## src/rtl/output_arbiter.sv

```systemverilog
// output_arbiter: 4-input round-robin packet arbiter for one output port.
// A grant is held for a whole packet (no preemption), released on the last
// beat, on requester abort, or on timeout. One idle bubble between grants.
// Optional feature macro: ARB_TIMEOUT_EN enables the grant-hold timeout
// counter; without it timeout is tied low and grants are held indefinitely.
module output_arbiter #(
    parameter int TIMEOUT_CYCLES = 64
) (
    input  logic       clk,
    input  logic       rst_n,
    input  logic [3:0] req,
    input  logic [3:0] last,
    input  logic       out_ready,
    output logic [3:0] gnt,
    output logic [1:0] mux_sel,
    output logic       arb_active,
    output logic       beat,
    output logic       pkt_done,
    output logic       abort_err,
    output logic       timeout
);

    typedef enum logic {IDLE, XFER} state_t;

    state_t     state, state_nxt;
    logic [1:0] rr_ptr;
    logic [1:0] pick;
    logic       pick_vld;
    logic       release_gnt;

    // Grant-side outputs are all derived from the registered state/mux_sel.
    assign arb_active  = (state == XFER);
    assign gnt         = arb_active ? (4'b0001 << mux_sel) : 4'b0000;
    assign beat        = arb_active & out_ready;
    assign pkt_done    = beat & last[mux_sel];
    // Precedence: completion over timeout over abort.
    assign abort_err   = arb_active & ~req[mux_sel] & ~pkt_done & ~timeout;
    assign release_gnt = pkt_done | timeout | abort_err;

`ifdef ARB_TIMEOUT_EN
    localparam int CW = $clog2(TIMEOUT_CYCLES + 1);
    logic [CW-1:0] hold_cnt;

    assign timeout = arb_active & ~pkt_done & (hold_cnt == CW'(TIMEOUT_CYCLES - 1));

    // Hold counter: zero while idle so it starts at 0 on the first XFER cycle.
    always_ff @(posedge clk or negedge rst_n) begin
        if (!rst_n)
            hold_cnt <= '0;
        else if (state == XFER)
            hold_cnt <= hold_cnt + 1'b1;
        else
            hold_cnt <= '0;
    end
`else
    assign timeout = 1'b0;

    // TIMEOUT_CYCLES only matters with the timeout feature; keep it referenced.
    if (TIMEOUT_CYCLES < 1) begin : g_timeout_unused
    end
`endif

    // Round-robin search: first set req bit starting at rr_ptr, wrapping mod 4.
    always_comb begin
        pick     = rr_ptr;
        pick_vld = 1'b0;
        for (int k = 0; k < 4; k++) begin
            logic [1:0] idx;
            idx = rr_ptr + 2'(k);
            if (!pick_vld && req[idx]) begin
                pick     = idx;
                pick_vld = 1'b1;
            end
        end
    end

    // State register.
    always_ff @(posedge clk or negedge rst_n) begin
        if (!rst_n)
            state <= IDLE;
        else
            state <= state_nxt;
    end

    // Next-state: grant from IDLE on any request, release from XFER on
    // completion, timeout or abort.
    always_comb begin
        state_nxt = state;
        case (state)
            IDLE: if (pick_vld)    state_nxt = XFER;
            XFER: if (release_gnt) state_nxt = IDLE;
            default:               state_nxt = IDLE;
        endcase
    end

    // Grant index is latched on arbitration and held through XFER and IDLE.
    always_ff @(posedge clk or negedge rst_n) begin
        if (!rst_n)
            mux_sel <= 2'd0;
        else if (state == IDLE && pick_vld)
            mux_sel <= pick;
    end

    // Round-robin pointer advances past the port whose grant just ended.
    always_ff @(posedge clk or negedge rst_n) begin
        if (!rst_n)
            rr_ptr <= 2'd0;
        else if (state == XFER && release_gnt)
            rr_ptr <= mux_sel + 2'd1;
    end

endmodule

```

## config.mk

```make
export PLATFORM = sky130hd
export DESIGN_NAME = output_arbiter
export DESIGN_NICKNAME = d
export VERILOG_FILES = /design/src/rtl/output_arbiter.sv
export SDC_FILE = /design/constraint.sdc
export NUM_CORES = 1
export LEC_CHECK = 0
export BUFFER_PORTS_ARGS = -buffer_cell sky130_fd_sc_hd__buf_2
export CAP_MARGIN = 10
export CORE_AREA = 2 2 39 41
export CTS_BUF_LIST = sky130_fd_sc_hd__clkbuf_2 sky130_fd_sc_hd__clkbuf_4 sky130_fd_sc_hd__clkbuf_8
export DETAILED_ROUTE_END_ITERATION = 10
export DIE_AREA = 0 0 41 43
export HOLD_SLACK_MARGIN = 0.08
export PLACE_DENSITY = 0.69
export RECOVER_POWER = 25
export SYNTH_ARGS = -nofsm -noshare
export SYNTH_HDL_FRONTEND = slang
export SYNTH_SLANG_ARGS = --single-unit
```

## constraint.sdc

```tcl
create_clock -name clk -period 1.95 [get_ports clk]
set_clock_uncertainty 0.05 [all_clocks]
set_input_delay 0.39 -clock clk [delete_from_list [all_inputs] [get_ports clk]]
set_output_delay 0.39 -clock clk [all_outputs]
set_load 0.01 [all_outputs]
```

# == After elaboration in Yosys (flattened, before gate mapping) ==
# Cells that the tools add are included.
# word_totals
reg_bits,5
# op_classes
add_sub_neg,4
order_cmp,5
shift,1
n_mux,23
bitwise,8
n_reduce_logical,8
# ops
operator,n
< comparator 2 x 3 -> 1 bit (second input constant),5
binary-select mux 1 bit (select 2 bit),6
2-to-1 mux 1 bit,12
2-to-1 mux 2 bit,3
logical AND 1 bit,5
adder 2 x 1 -> 2 bit (second input constant),2
adder 2 bit (second input constant),2
AND 1 bit,4
2-to-1 mux 4 bit,1
<< shifter 1 x 2 -> 4 bit (first input constant),1
zero test 1 bit,3
inverter 1 bit,3
case mux 1 bit (2 select lines),1
OR 1 bit,1

# == Depth between registers and ports, before layout ==
# logic_depth
word_depth,14
ltp_mapped,4
ltp_nobuf,4

# == Worst setup path before layout ==
# Ideal clock, no wire load.
# synth_path
kind,register -> register
start,register mux_sel[0]
end,register rr_ptr[1]
t_arrival_ps,1566
slack_ps,209
path_stages_with_launch,4
path_buffers,0
period_less_slack_ps,1741
cell_sequence,dfrtp_1 mux4_2 a21bo_1 mux2_4
# synth_via
elab_chain_cells,7
word_cells_on_any_way,12
cone_classes,add/sub: 1; mux: 4; bitwise: 6; reduce/logical: 1
# synth_rtl
item,line_no,source
from (decl),15,"output logic [1:0] mux_sel,"
from (signal assigned),101,mux_sel <= pick;
"binary-select mux 1 bit (select 2 bit), on equally long branches","37, 35",
"2-to-1 mux 1 bit, on equally long branches","37, 35",
inverter 1 bit / AND 1 bit (equally long branches),"37, 35",
AND 1 bit / inverter 1 bit (equally long branches),37,assign abort_err = arb_active & ~req[mux_sel] & ~pkt_done & ~timeout;
AND 1 bit,37,
OR 1 bit,38,assign release_gnt = pkt_done | timeout | abort_err;
logical AND 1 bit,108,else if (state == XFER && release_gnt)
to (signal assigned),109,rr_ptr <= mux_sel + 2'd1;
to (decl),26,logic [1:0] rr_ptr;
# Several ways; a longest one is shown, not always the timed one. The select of a mux whose other input is x is not followed.
# A chain may end at the register's enable or synchronous reset.

# == Worst setup path in the final report ==
# layout_path
start,register mux_sel[0]
end,output port abort_err
# layout_via
elab_chain_cells,5
word_cells_on_any_way,9
cone_classes,mux: 4; bitwise: 5
# layout_rtl
item,line_no,source
"binary-select mux 1 bit (select 2 bit), on equally long branches","37, 35",
"2-to-1 mux 1 bit, on equally long branches","37, 35",
inverter 1 bit / AND 1 bit (equally long branches),"37, 35",
AND 1 bit / inverter 1 bit (equally long branches),37,
AND 1 bit *,37,
to (decl),19,"output logic abort_err,"
# Mark *: on every way between the ends. The rest lies on a longest branch, timed or not. The select of a mux whose other input is x is not followed.

==> impl_metrics.env <==
export IMPL_synthFlopType="dfrtp_1"
export IMPL_postSynthCellCount=51
export IMPL_layout_min_cycle_time_ns=1.900
export IMPL_setup_tns_ns=0
export IMPL_clock_sinks=5
export IMPL_ios=22
export IMPL_cap_violations=0
export IMPL_ant_nets=0
export IMPL_synth_simple_area_share_pct=18.01
export IMPL_synthToLayoutAreaGrowth_pct=36.83
export IMPL_critPathLaunchType="flop"
export IMPL_fin_crit_sh_pct=97.44
export IMPL_nNetsFinal=93
export IMPL_crit_start="mux_sel[0]"
export IMPL_synthXorXnorAreaFrac_pct=0
export IMPL_routed_wl_um=1114
export IMPL_crit_arrival_ns=1.46
export IMPL_drc=0
export IMPL_htree_levels=1
export IMPL_ys_seq_area_share_pct=26.88
export IMPL_yosys_mux_area_fraction_pct=16.94
export IMPL_antenna_found_initial=0
export IMPL_rr_endpoint="rr_ptr[1]"
export IMPL_port_buffers=20
export IMPL_setup_viol=0
export IMPL_n_antenna_cell=0
export IMPL_initial_core_util_pct=33.63
export IMPL_grt_pass1_wl_um=1863
export IMPL_synth_async_reset_ratio_pct=100.0
export IMPL_synth_compound_area_share_pct=21.77
export IMPL_design_area_sq_um=636.9
export IMPL_path_class="flop to output pin"
export IMPL_grt_max_degree=11
export IMPL_rsz0062_at_grt="yes"
export IMPL_fp_row_count=14
export IMPL_dpl_cell_area_sq_um=578.1
export IMPL_synthAdderAreaFrac_pct=10.75
export IMPL_cp_max_fo=6
export IMPL_post_drt_wl_per_cell_um=11.98
export IMPL_rr_worst_depth=5
export IMPL_place_congestion=0.8074
export IMPL_fp_coreArea_sq_um=1384
export IMPL_grt_overflow=0
export IMPL_synth_area_leaders="dfrtp_1, ha_1, and2_1"
export IMPL_power_density_nw_per_um2=1478
export IMPL_grt_usage_pct=15.24
export IMPL_synth_seq_cells=5
export IMPL_ir_worst_vdd_v=0.0005605
export IMPL_cp_endpoint="abort_err"
export IMPL_die_x_um=41
export IMPL_timing_fmax_mhz=526.3
export IMPL_drive_above_1_share_pct=40.26
export IMPL_path_clk_slew_ns=0.05
export IMPL_synth_cell_types=21
export IMPL_leakage_nw=0.3484
export IMPL_cts_root_buffer="clkbuf_4"
export IMPL_yosysTopAreaCellShare_pct=26.88
export IMPL_instances_no_fill=93
export IMPL_critPathMaxStageDelay_ns=0.54
export IMPL_cts_made_buffers=3
export IMPL_drt_iter0_drc=3
export IMPL_synth_edf_count=0
export IMPL_dp_hpwl_um=894.5
export IMPL_grt_pass1_vias=420
export IMPL_hold_violations=0
export IMPL_worstPathCellList="mux4_2, nor2_1, buf_2"
export IMPL_r2r_slack_ns=0.28
export IMPL_yosys_warnings=0
export IMPL_final_util_pct=46.02
export IMPL_slowest_stage="mux4_2"
export IMPL_p_total_mw=0.9414
export IMPL_drtPass1Iterations=2
export IMPL_die_height_um=43
export IMPL_synth_net_count=66
export IMPL_cts_tree="yes"
export IMPL_outcome="finished, final reports clean"
export IMPL_clock_path_buffers=2
export IMPL_endpoint_kind="output pin"
export IMPL_via_per_inst=4.860
export IMPL_rr_startpoint="mux_sel[0]"
export IMPL_dp_cells=86
export IMPL_syn_area_per_cell_sq_um=9.126
export IMPL_critPathRequiredTime_ns=1.51
export IMPL_synth_area_leader_cell="dfrtp_1"
export IMPL_synth_common_cells="and2_1, dfrtp_1, nor2_1"
export IMPL_synth_top_family_by_area="compound AO/OA/AOI/OAI gates"
export IMPL_netlist_area_sq_um=465.4
export IMPL_num_vias=452
export IMPL_clk_latency_ns=0.24
export IMPL_maxSlewViolCount=0
export IMPL_hold_class="primary input to asynchronous set/reset pin"
export IMPL_die_area_sq_um=1763
repair_timing:
item,4_1_cts,5_1_grt
cloned,0,0
buffers inserted,2,0
gates resized for setup,1,1
endpoints found under the setup margin,1,1
pin swaps,1,1
hold buffers,1,0
hold endpoints to repair,5,0
where the power goes:
part           internal (mW)  switching [mW]  leakage (nW)
combinational          0.294           0.253         0.272
clock                 0.0911          0.0400        0.0184
sequential             0.162           0.101        0.0578
cell type report:
| cell class | count | area, sq um |
|---|---|---|
| well taps | 16 | 20.02 |
| flip-flops and latches | 5 | 126.4 |
| fillers | 135 | 747.0 |
| repair buffers | 23 | 123.9 |
| clock buffers | 4 | 30.03 |
| inverters | 4 | 15.01 |
| multi-input cells | 41 | 321.6 |
layer usage:
layer | up-vias | share of wire, % | wire [um] | track usage [%]
li1 | 231 | - | - | -
met1 | 211 | 47 | 527 | 21.57
met2 | 8 | 48 | 530 | 22.81
met3 | 2 | 4.2 | 47 | 3.141
met4 | 0 | 0.72 | 8 | 4.000
met5 | - | 0 | 0 | 0
worst max-delay path: cells and delay by family (launching register included):
kind | cells | cell delay (ns)
multiplexers | 1 | 0.54
flip-flops | 1 | 0.43
buffers and inverters | 1 | 0.13
AND/OR/NAND/NOR | 1 | 0.12
through the flow:
step | hold slack (ns) | setup slack [ns]
2_1_floorplan | 0.04441 | 0.2088
3_3_place_gp | 0.1608 | 0.1423
3_5_place_dp | 0.1636 | 0.1261
4_1_cts | 0.4502 | 0.01130
5_1_grt | 0.5353 | -0.002996
6_report | 0.4899 | 0.04985
state kept, by name (all words and copies together), names as in the netlist:
register    flops
mux_sel         2
rr_ptr          2
arb_active      1
worst min path at each step:
stage | end | depth (start not counted) | slack, ns | startpoint
6_report | mux_sel[1] | 2 | 0.49 | rst_n
5_1_grt | arb_active | 2 | 0.54 | rst_n
4_1_cts | mux_sel[1] | 2 | 0.45 | rst_n
3_5_place_dp | rr_ptr[0] | 1 | 0.16 | rst_n
3_3_place_gp | rr_ptr[0] | 1 | 0.16 | rst_n
2_1_floorplan | arb_active | 0 | 0.04 | rst_n
logic make-up (layout without fill, tap and decap cells):
group / count (synthesis) / count (layout)
AOI/OAI and AO/OA: 13 / 13
other: 1 / 1
DFF: 5 / 5
muxes: 6 / 6
adders and majority gates: 4 / 4
and+or+nand+nor: 17 / 17
buffers and inverters: 5 / 31
layout by cell type, fill, tap and decap left out, drive strengths merged, types with 3 or more instances in the layout:
cell type  count
nor2b          3
a21oi          4
buf           21
mux2i          3
ha             4
nand2          4
inv            4
nor2           5
clkbuf         5
and2           5
dfrtp          5
Note: power is estimated with default switching activity, not from simulation.
